**config.mk**
```make
export PLATFORM = sky130hd
export DESIGN_NAME = seg_scan_mux_flat
export DESIGN_NICKNAME = d
export VERILOG_FILES = /design/src/rtl/seg_scan_mux_if.sv /design/src/rtl/seg_scan_mux.sv /design/src/flat_wrapper.sv
export SDC_FILE = /design/constraint.sdc
export NUM_CORES = 1
export LEC_CHECK = 0
export ABC_AREA = 1
export BUFFER_PORTS_ARGS = -buffer_cell sky130_fd_sc_hd__buf_2
export CAP_MARGIN = 0
export CORE_MARGIN = 2
export CORE_UTILIZATION = 59
export CTS_CLUSTER_SIZE = 14
export DETAILED_ROUTE_END_ITERATION = 7
export GPL_ROUTABILITY_DRIVEN = 0
export GPL_TIMING_DRIVEN = 0
export PLACE_DENSITY = 0.89
export SKIP_CTS_REPAIR_TIMING = 1
export SLEW_MARGIN = 20
export SYNTH_ARGS = -nofsm -noshare
export SYNTH_HDL_FRONTEND = slang
export SYNTH_SLANG_ARGS = --single-unit
```
**constraint.sdc**
```tcl
create_clock -name clk -period 1.94 [get_ports clk]
set_clock_uncertainty 0.1 [all_clocks]
set_input_delay 0.291 -clock clk [delete_from_list [all_inputs] [get_ports clk]]
set_output_delay 0.291 -clock clk [all_outputs]
set_load 0.005 [all_outputs]
```
**src/rtl/seg_scan_mux_if.sv**
```systemverilog
// seg_scan_mux_if: display data in, segment/anode pins and frame pulse out.
interface seg_scan_mux_if #(parameter int DIGITS = 4);
  logic [4*DIGITS-1:0] digit_data;
  logic [DIGITS-1:0]   dp;
  logic [DIGITS-1:0]   digit_en;
  logic                load;
  logic [7:0]          seg;
  logic [DIGITS-1:0]   an;
  logic                frame_done;
  modport master (output digit_data, dp, digit_en, load, input seg, an, frame_done);
  modport slave  (input digit_data, dp, digit_en, load, output seg, an, frame_done);
endinterface

```
**src/rtl/seg_scan_mux.sv**
```systemverilog
// seg_scan_mux: time-multiplexed seven-segment driver with blanking and double-buffered frames.
module seg_scan_mux #(
  parameter int DIGITS         = 4,
  parameter int DIV            = 50000,
  parameter int BLANK_CYCLES   = 1,
  parameter bit SEG_ACTIVE_LOW = 1'b1,
  parameter bit AN_ACTIVE_LOW  = 1'b1
) (
  input logic            clk,
  input logic            rst_n,
  seg_scan_mux_if.slave  bus
);
  localparam int CW = DIV > 1 ? $clog2(DIV) : 1;
  localparam int IW = DIGITS > 1 ? $clog2(DIGITS) : 1;
  localparam logic [7:0]        SEG_OFF = SEG_ACTIVE_LOW ? 8'hFF : 8'h00;
  localparam logic [DIGITS-1:0] AN_OFF  = AN_ACTIVE_LOW ? '1 : '0;

  typedef enum logic {BLANK, ON} phase_e;

  function automatic logic [6:0] dec(input logic [3:0] h);
    case (h)
      4'h0: return 7'h3F;
      4'h1: return 7'h06;
      4'h2: return 7'h5B;
      4'h3: return 7'h4F;
      4'h4: return 7'h66;
      4'h5: return 7'h6D;
      4'h6: return 7'h7D;
      4'h7: return 7'h07;
      4'h8: return 7'h7F;
      4'h9: return 7'h6F;
      4'hA: return 7'h77;
      4'hB: return 7'h7C;
      4'hC: return 7'h39;
      4'hD: return 7'h5E;
      4'hE: return 7'h79;
      default: return 7'h71;
    endcase
  endfunction

  logic [CW-1:0]       cnt_q, cnt_d;
  logic [IW-1:0]       idx_q, idx_d;
  logic [4*DIGITS-1:0] data_p_q, data_a_q;
  logic [DIGITS-1:0]   dp_p_q, dp_a_q, en_p_q, en_a_q;
  logic                dirty_q;
  logic [7:0]          seg_q, seg_d;
  logic [DIGITS-1:0]   an_q, an_d;
  logic                fd_q;
  logic                cnt_last, frame_edge;
  phase_e              ph;

  always_comb begin
    cnt_last   = cnt_q == CW'(DIV - 1);
    frame_edge = cnt_last && idx_q == IW'(DIGITS - 1);
    cnt_d      = cnt_last ? '0 : cnt_q + 1'b1;
    idx_d      = frame_edge ? '0 : cnt_last ? idx_q + 1'b1 : idx_q;
    ph         = int'(cnt_q) < BLANK_CYCLES ? BLANK : ON;
    seg_d      = ph == ON ? {dp_a_q[idx_q], dec(data_a_q[{idx_q, 2'b00} +: 4])} : 8'h00;
    an_d       = (ph == ON && en_a_q[idx_q]) ? DIGITS'(1) << idx_q : '0;
  end

  // Outputs are built from the current scan position, so they trail cnt/idx by one cycle.
  always_ff @(posedge clk or negedge rst_n) begin
    if (!rst_n) begin
      cnt_q    <= '0;
      idx_q    <= '0;
      data_p_q <= '0;
      dp_p_q   <= '0;
      en_p_q   <= '0;
      data_a_q <= '0;
      dp_a_q   <= '0;
      en_a_q   <= '0;
      dirty_q  <= 1'b0;
      seg_q    <= SEG_OFF;
      an_q     <= AN_OFF;
      fd_q     <= 1'b0;
    end else begin
      cnt_q <= cnt_d;
      idx_q <= idx_d;
      seg_q <= seg_d ^ SEG_OFF;
      an_q  <= an_d ^ AN_OFF;
      fd_q  <= frame_edge;
      if (bus.load) begin
        data_p_q <= bus.digit_data;
        dp_p_q   <= bus.dp;
        en_p_q   <= bus.digit_en;
      end
      dirty_q <= frame_edge ? 1'b0 : (dirty_q | bus.load);
      // A load on the frame-start edge bypasses pending and is shown this frame.
      if (frame_edge && bus.load) begin
        data_a_q <= bus.digit_data;
        dp_a_q   <= bus.dp;
        en_a_q   <= bus.digit_en;
      end else if (frame_edge && dirty_q) begin
        data_a_q <= data_p_q;
        dp_a_q   <= dp_p_q;
        en_a_q   <= en_p_q;
      end
    end
  end

  assign bus.seg        = seg_q;
  assign bus.an         = an_q;
  assign bus.frame_done = fd_q;
endmodule

```
**src/flat_wrapper.sv**
```systemverilog
// flat-port wrapper written by rule: the top's interface ports become plain ports
module seg_scan_mux_flat 
#(
  parameter int DIGITS         = 4,
  parameter int DIV            = 50000,
  parameter int BLANK_CYCLES   = 1,
  parameter bit SEG_ACTIVE_LOW = 1'b1,
  parameter bit AN_ACTIVE_LOW  = 1'b1
)
  (clk, rst_n, bus_digit_data, bus_dp, bus_digit_en, bus_load, bus_seg, bus_an, bus_frame_done);
  seg_scan_mux_if #(.DIGITS(DIGITS)) bus_i ();
  input logic clk;
  input logic rst_n;
  input wire logic [$bits(bus_i.digit_data)-1:0] bus_digit_data;
  input wire logic [$bits(bus_i.dp)-1:0] bus_dp;
  input wire logic [$bits(bus_i.digit_en)-1:0] bus_digit_en;
  input wire logic [$bits(bus_i.load)-1:0] bus_load;
  output wire logic [$bits(bus_i.seg)-1:0] bus_seg;
  output wire logic [$bits(bus_i.an)-1:0] bus_an;
  output wire logic [$bits(bus_i.frame_done)-1:0] bus_frame_done;
  assign bus_i.digit_data = bus_digit_data;
  assign bus_i.dp = bus_dp;
  assign bus_i.digit_en = bus_digit_en;
  assign bus_i.load = bus_load;
  assign bus_seg = bus_i.seg;
  assign bus_an = bus_i.an;
  assign bus_frame_done = bus_i.frame_done;
  seg_scan_mux #(.DIGITS(DIGITS), .DIV(DIV), .BLANK_CYCLES(BLANK_CYCLES), .SEG_ACTIVE_LOW(SEG_ACTIVE_LOW), .AN_ACTIVE_LOW(AN_ACTIVE_LOW)) u_core (.clk(clk), .rst_n(rst_n), .bus(bus_i));
endmodule
```
==> results.md, run 1 <==
- Status: finished clean
- Required time of the critical path: 2.11 ns
- Max Slew Vio Count: 0
- H-tree Lvls: 3
- Reg2Reg Depth: 10
- GR Overflow Total: 0
- Worst setup path start: u_core.idx_q[1]$_DFFE_PN0P_
- Worst-path maximum fanout: 8
- WP buf/inv: 3
- First-pass GRT wire length: 14.4 mm
- Largest area contributor in the netlist: dfrtp_1
- Residual DRC: 0
- Post-synth top area share: 42.3%
- Vias/cell: 5.15
- Detail Placement HPWL: 6.00 mm
- CTS root buffer: clkbuf_8
- Avg Cell Area, Syn: 7.86 um^2
- Skew-Pair Late Insertion Delay: 0.36 ns
- Antenna viol nets, final: 0
- Mapped Area: 4020 um^2
- FF+latch count, synth: 80
- Setup TNS: 0 ns
- Period minus WS final: 1.77 ns
- Crit path DAT: 1.95 ns
- Filler Cell Count: 507
- Final hold vios: 0
- Critical path's top delay family: buffers and inverters
- Die ar.: 7490 um^2
- Final core utilization: 70.0%
- Area Overhead vs Synth: 16.3%
- Synth Area in XOR/XNOR: 1.09%
- R2R Path Start: u_core.idx_q[1]$_DFFE_PN0P_
- Number of cells on the critical path: 10
- Cells along the critical path: buf_4 -> clkinvlp_4 -> nand3_2 -> o21ai_4 -> buf_4 -> ha_1 -> nand2_1 -> nand2_1 -> nand2_1 -> nand3_1
- CP max stage delay: 0.38 ns
- Placed Area: 4350 um^2
- GRT Overall Usage: 24.4%
- # placed instances: 632
- Post-synthesis mux area share: 0%
- Dominant cells by area after synthesis: dfrtp_1 42%, nand2_1 15%, dfstp_2 7.8%, inv_1 6.8%, nor2_1 5.6%
- Pre-CTS WS: -0.142 ns
- Clock sinks: 80
- Total Power Consumption: 3.28 mW
- Pwr Density: 702 nW/um^2
- Initial core utilization: 60.2%
- Slowest-stage cell, CP: dfrtp_1
- Type of origin of the critical path: flip-flop
- FMAX: 563 MHz
- WL per Instance: 12.8 um
- Largest family of logic cells by synthesized area: simple AND/OR/NAND/NOR gates
- First drt pass iteration count: 5
- Synthesized instance count: 512
- Port Buffers: 39
- Post-route non-filler standard cell count: 655
- Syn Nets: 551
- Vias in the first global route: 3202
- R2R Setup Slk: 0.17 ns
- Die height: 86.6 um
- Hold path cells: 3
- Critical path class: reg -> reg
- Initial antenna violation count: 0
- Synth Area in Adders: 3.73%
- Hold Path End: u_core.data_p_q[15]$_DFFE_PN0P_
- Worst hold-check path type: in -> reg
- Lkg Pwr: 2.56 nW
- CP dominant cell by count: nand2_1
- Clock Tree Buf Depth: 2
- Period utilization: 91.5%
- DIE WIDTH: 86.6 um
- TritonCTS Buffers: 9
- Yosys warnings: 0
- Worst-Margin Slew: 0.529 ns
- Starting DRC count in detailed routing: 169
- Nets: 609
- Diodes inserted: 0
- Design area: 4680 um^2
- Core area: 6680 um^2
- Final WS setup: 0.165 ns
- Routed WL: 8.38 mm
- Reg-to-reg critical path endpoint: u_core.bus.seg[0]$_DFF_PN1_
- Max VDD drop: 0.000640 V
- Final setup viols: 0
- CTS tree: yes
- Max Cap Violations: 0
- Share of layout cells above drive strength 1: 19.5%
- Pin count of the biggest net entering global routing: 48
- Register area share after synthesis: 50.1%
- Worst hold slack: 0.0615 ns
- Worst Hold Launch: bus_digit_data[15]
- Crit. End Element: flip-flop
- Vias: 3375
- Post-Synth Simple-Gate Area: 29.9%
- Clock-pin slew on the worst setup and hold paths: 0.09 ns
- Complex-gate fraction of the synthesized area: 5.79%
- # rows: 30
- Max-slew headroom: 64.8%
- Synth unique cells: 32
- # IOs: 40
-- worst max-delay path by stage --
stage                                        to  slack, ns
global route        u_core.bus.seg[3]$_DFF_PN1_     -0.006
finish              u_core.bus.seg[0]$_DFF_PN1_       0.17
floorplan           u_core.bus.seg[3]$_DFF_PN1_       0.16
CTS                 u_core.bus.seg[5]$_DFF_PN1_      -0.18
global placement    u_core.bus.seg[6]$_DFF_PN1_      -0.05
detailed placement  u_core.bus.seg[5]$_DFF_PN1_      -0.14
-- state kept, by name, summed over array words and instances, names as in the netlist --
register and cells:
u_core.cnt_q 16, u_core.data_a_q 16, u_core.data_p_q 16, u_core.bus.seg 8
u_core.bus.an 4, u_core.dp_a_q 4, u_core.dp_p_q 4, u_core.en_a_q 4
u_core.en_p_q 4, u_core.idx_q 2, u_core.bus.frame_done 1, u_core.dirty_q 1
-- Yosys cell counts, drive strengths merged --
| cell | count |
|---|---|
| nand4 | 11 |
| clkbuf | 6 |
| nor3 | 5 |
| a21oi | 26 |
| nand2 | 167 |
| buf | 9 |
| xor2 | 5 |
| dfstp | 12 |
| o21ai | 19 |
| nor2 | 64 |
| nor3b | 1 |
| inv | 76 |
| dfrtp | 68 |
| clkinv | 1 |
| and3 | 1 |
| ha | 12 |
| or2 | 2 |
| nand3 | 27 |
-- final cells by class --
| cell class | instances | area [um^2] | share of cell area (%) |
|---|---|---|---|
| clock inverter | 6 | 92.6 | 1.98 |
| sequential | 80 | 2020 | 43.1 |
| inverter | 77 | 293 | 6.26 |
| tap | 80 | 100 | 2.14 |
| clock buffer | 10 | 138 | 2.94 |
| timing repair buffer | 47 | 280 | 5.99 |
| multi-input combinational | 340 | 1660 | 35.4 |
| buffer | 15 | 101 | 2.17 |
-- worst register-to-register path, stage by stage (launching register included) --
cell	delay [ns]
dfrtp_1	0.38
buf_4	0.18
clkinvlp_4	0.19
nand3_2	0.14
o21ai_4	0.09
buf_4	0.14
ha_1	0.21
nand2_1	0.08
nand2_1	0.05
nand2_1	0.06
nand3_1	0.07
-- cells by family after synthesis --
kind of cell	Yosys count
flip-flops	80
AO/OA/AOI/OAI	45
XOR/XNOR	5
adder cells (fa/ha/maj)	12
buffers and inverters	92
AND/OR/NAND/NOR	278
-- power breakdown --
part	leakage, nW	total, mW	internal [mW]	switching [mW]
clock network	0.109	1.39	0.764	0.630
logic	1.49	0.168	0.0593	0.108
registers	0.960	1.72	1.71	0.0123
-- cell usage in the layout, fill, tap and decap left out, drive strengths merged --
cell and instances:
dlygate4sd3 1, nand3 27, ha 12, dfrtp 68, inv 75, o21ai 19
nor3b 1, buf 56, clkbuf 15, and3 1, nand2 167, nor3 5
bufinv 2, a21oi 26, clkinv 3, clkinvlp 3, dfstp 12, nor2 64
or2 2, nand4 11, xor2 5
-- per-layer routing --
layer / vias to the layer above / routed length [um] / part of all wire (%) / GRT usage [%]
met4: 0 / 153 / 1.8 / 7.81
met5: - / 0 / 0 / 0
li1: 1686 / - / - / -
met3: 15 / 456 / 5.4 / 4.67
met1: 1557 / 3680 / 44 / 32.4
met2: 117 / 4090 / 49 / 40.6
Power figures use the tool's default switching activity.
==> inputs of run 2 (changes only) <==
BUFFER_PORTS_ARGS = -buffer_cell sky130_fd_sc_hd__buf_4   (was -buffer_cell sky130_fd_sc_hd__buf_2)
==> run 2 against run 1 <==
Effect of this change:
- the run now ends with negative hold slack left
- core utilization increased by 0.075 points
- via count increased by 0.92%
- worst hold slack got worse by 0.10 ns
- routed wire length decreased by 2.4%
- setup slack got worse by 0.042 ns
- register-to-register slack got worse by 0.04 ns
- clock power decreased by 10%
==> results.md, run 2 (synthesis results as in run 1) <==
- Pwr Density: 673 nW/um^2 (was 702 nW/um^2)
- Skew-Pair Late Insertion Delay: 0.36 ns (about the same)
- Required time of the critical path: 2.13 ns (was 2.11 ns)
- Vias/cell: 5.23 (was 5.15)
- Nets: 605 (was 609)
- Final WS setup: 0.123 ns (was 0.165 ns)
- GR Overflow Total: 0 (unchanged)
- Largest regs: u_core.cnt_q x16, u_core.data_a_q x16, u_core.data_p_q x16 (unchanged)
- Reg-to-reg critical path endpoint: u_core.bus.seg[0]$_DFF_PN1_ (unchanged)
- R2R Setup Slk: 0.12 ns (was 0.17 ns)
- Type of origin of the critical path: flip-flop (unchanged)
- CTS root buffer: clkbuf_8 (unchanged)
- Reg2Reg Depth: 9 (was 10)
- Period minus WS final: 1.82 ns (was 1.77 ns)
- Clock Tree Buf Depth: 2 (unchanged)
- GRT Overall Usage: 23.9% (was 24.4%)
- Worst-Margin Slew: 0.970 ns (was 0.529 ns)
- DIE WIDTH: 86.6 um (unchanged)
- Die ar.: 7490 um^2 (unchanged)
- First-pass GRT wire length: 14.0 mm (was 14.4 mm)
- Residual DRC: 0 (unchanged)
- FMAX: 550 MHz (was 563 MHz)
- Final setup viols: 0 (unchanged)
- Detail Placement HPWL: 5.80 mm (was 6.00 mm)
- Area Overhead vs Synth: 16.4% (was 16.3%)
- Pre-CTS WS: -0.163 ns (was -0.142 ns)
- Crit path DAT: 2.00 ns (was 1.95 ns)
- Diodes inserted: 0 (unchanged)
- Max VDD drop: 0.000502 V (was 0.000640 V)
- Status: finished, violations left (was finished clean)
- Vias in the first global route: 3233 (was 3202)
- Routed WL: 8.17 mm (was 8.38 mm)
- TritonCTS Buffers: 9 (unchanged)
- Violations in the final reports: negative hold slack
- Final hold vios: 15 (was 0)
- Port Buffers: 39 (unchanged)
- WL per Instance: 12.6 um (was 12.8 um)
- Antenna viol nets, final: 0 (unchanged)
- Share of layout cells above drive strength 1: 18.9% (was 19.5%)
- Period utilization: 93.6% (was 91.5%)
- Initial antenna violation count: 0 (unchanged)
- Worst hold-check path type: in -> async (was in -> reg)
- Lkg Pwr: 2.55 nW (was 2.56 nW)
- H-tree Lvls: 3 (unchanged)
- # rows: 30 (unchanged)
- CTS tree: yes (unchanged)
- First drt pass iteration count: 5 (unchanged)
- Most frequent cells in the layout: 161 x nand2_1, 69 x inv_1, 67 x dfrtp_1 (unchanged)
- Die height: 86.6 um (unchanged)
- # IOs: 40 (unchanged)
- Max-slew headroom: 35.4% (was 64.8%)
- Worst hold slack: -0.0393 ns (was 0.0615 ns)
- Clock sinks: 80 (unchanged)
- Final core utilization: 70.1% (was 70.0%)
- R2R Path Start: u_core.idx_q[0]$_DFFE_PN0P_ (was u_core.idx_q[1]$_DFFE_PN0P_)
- Initial core utilization: 60.2% (unchanged)
- Worst-path maximum fanout: 10 (was 8)
- Core area: 6680 um^2 (unchanged)
- Most common cell after layout, fill and taps aside: nand2_1 (unchanged)
- Crit. End Element: flip-flop (unchanged)
- Pin count of the biggest net entering global routing: 81 (was 48)
- Max Slew Vio Count: 0 (unchanged)
- Clock-pin slew on the worst setup and hold paths: 0.09 ns (about the same)
- Vias: 3406 (was 3375)
- Critical path class: reg -> reg (unchanged)
- Max Cap Violations: 0 (unchanged)
- Starting DRC count in detailed routing: 180 (was 169)
-- run 2: cell types whose count changed in the layout (fill, tap and decap cells not counted), sizes merged --
cell	before	now
buf	56	52
inv	75	78
bufinv	2	1
clkinvlp	3	2
dlygate4sd3	1	0
-- run 2: area by class of cell --
cell class / instances / area [um^2]
Buffer: 15 / 97.6
Clock buffer: 9 / 124
Clock inverter: 7 / 77.6
Fill cell: 508 / 2000
Inverter: 77 / 293
Multi-Input combinational cell: 340 / 1650
Sequential cell: 80 / 2020
Tap cell: 80 / 100
Timing Repair Buffer: 43 / 323
-- run 2: how the worst max path moves through the flow --
stage / cells past startpoint / slack, ns / startpoint / to
6_report: 9 / 0.12 / u_core.idx_q[0]$_DFFE_PN0P_ / u_core.bus.seg[0]$_DFF_PN1_
5_1_grt: 11 / -0.02 / u_core.idx_q[0]$_DFFE_PN0P_ / u_core.bus.seg[3]$_DFF_PN1_
4_1_cts: 11 / -0.19 / u_core.idx_q[0]$_DFFE_PN0P_ / u_core.bus.seg[3]$_DFF_PN1_
3_5_place_dp: 11 / -0.16 / u_core.idx_q[0]$_DFFE_PN0P_ / u_core.bus.seg[3]$_DFF_PN1_
3_3_place_gp: 10 / -0.05 / u_core.idx_q[1]$_DFFE_PN0P_ / u_core.bus.seg[6]$_DFF_PN1_
2_1_floorplan: 11 / 0.16 / u_core.idx_q[0]$_DFFE_PN0P_ / u_core.bus.seg[3]$_DFF_PN1_
-- run 2: stage by stage --
step           TNS (ns)  area, um^2  instances  total power, mW
6_report              0        4680        651             3.15
5_1_grt         -0.0326        4680        651             3.30
4_1_cts          -0.846        4620        647             3.18
3_5_place_dp     -0.682        4420        631             1.93
3_3_place_gp     -0.157        4420        631             1.92
2_1_floorplan         0        4020        512             1.84
-- run 2: worst max-delay path: stages, from the launching register on --
cell and delay, ns:
dfrtp_2 0.45, buf_4 0.18, nand2_1 0.06, nand2_1 0.09
o21ai_4 0.24, ha_2 0.25, inv_1 0.06, o21ai_0 0.17
nand2_1 0.07, nand3_1 0.08
-- run 2: power breakdown --
group          switching [mW]  total (mW)  leakage (nW)  internal, mW
logic                   0.108       0.174          1.49        0.0659
registers              0.0131        1.72         0.960          1.71
clock network           0.647        1.25         0.101         0.608
total                   0.768        3.15          2.55          2.38
-- run 2: layer usage --
metal | up-vias | GRT usage (%) | share of wire (%)
li1 | 1673 | - | -
met1 | 1600 | 30.9 | 43
met2 | 114 | 38.5 | 49
met3 | 19 | 5.81 | 5.5
met4 | 0 | 10.8 | 2.2
met5 | - | 0 | 0
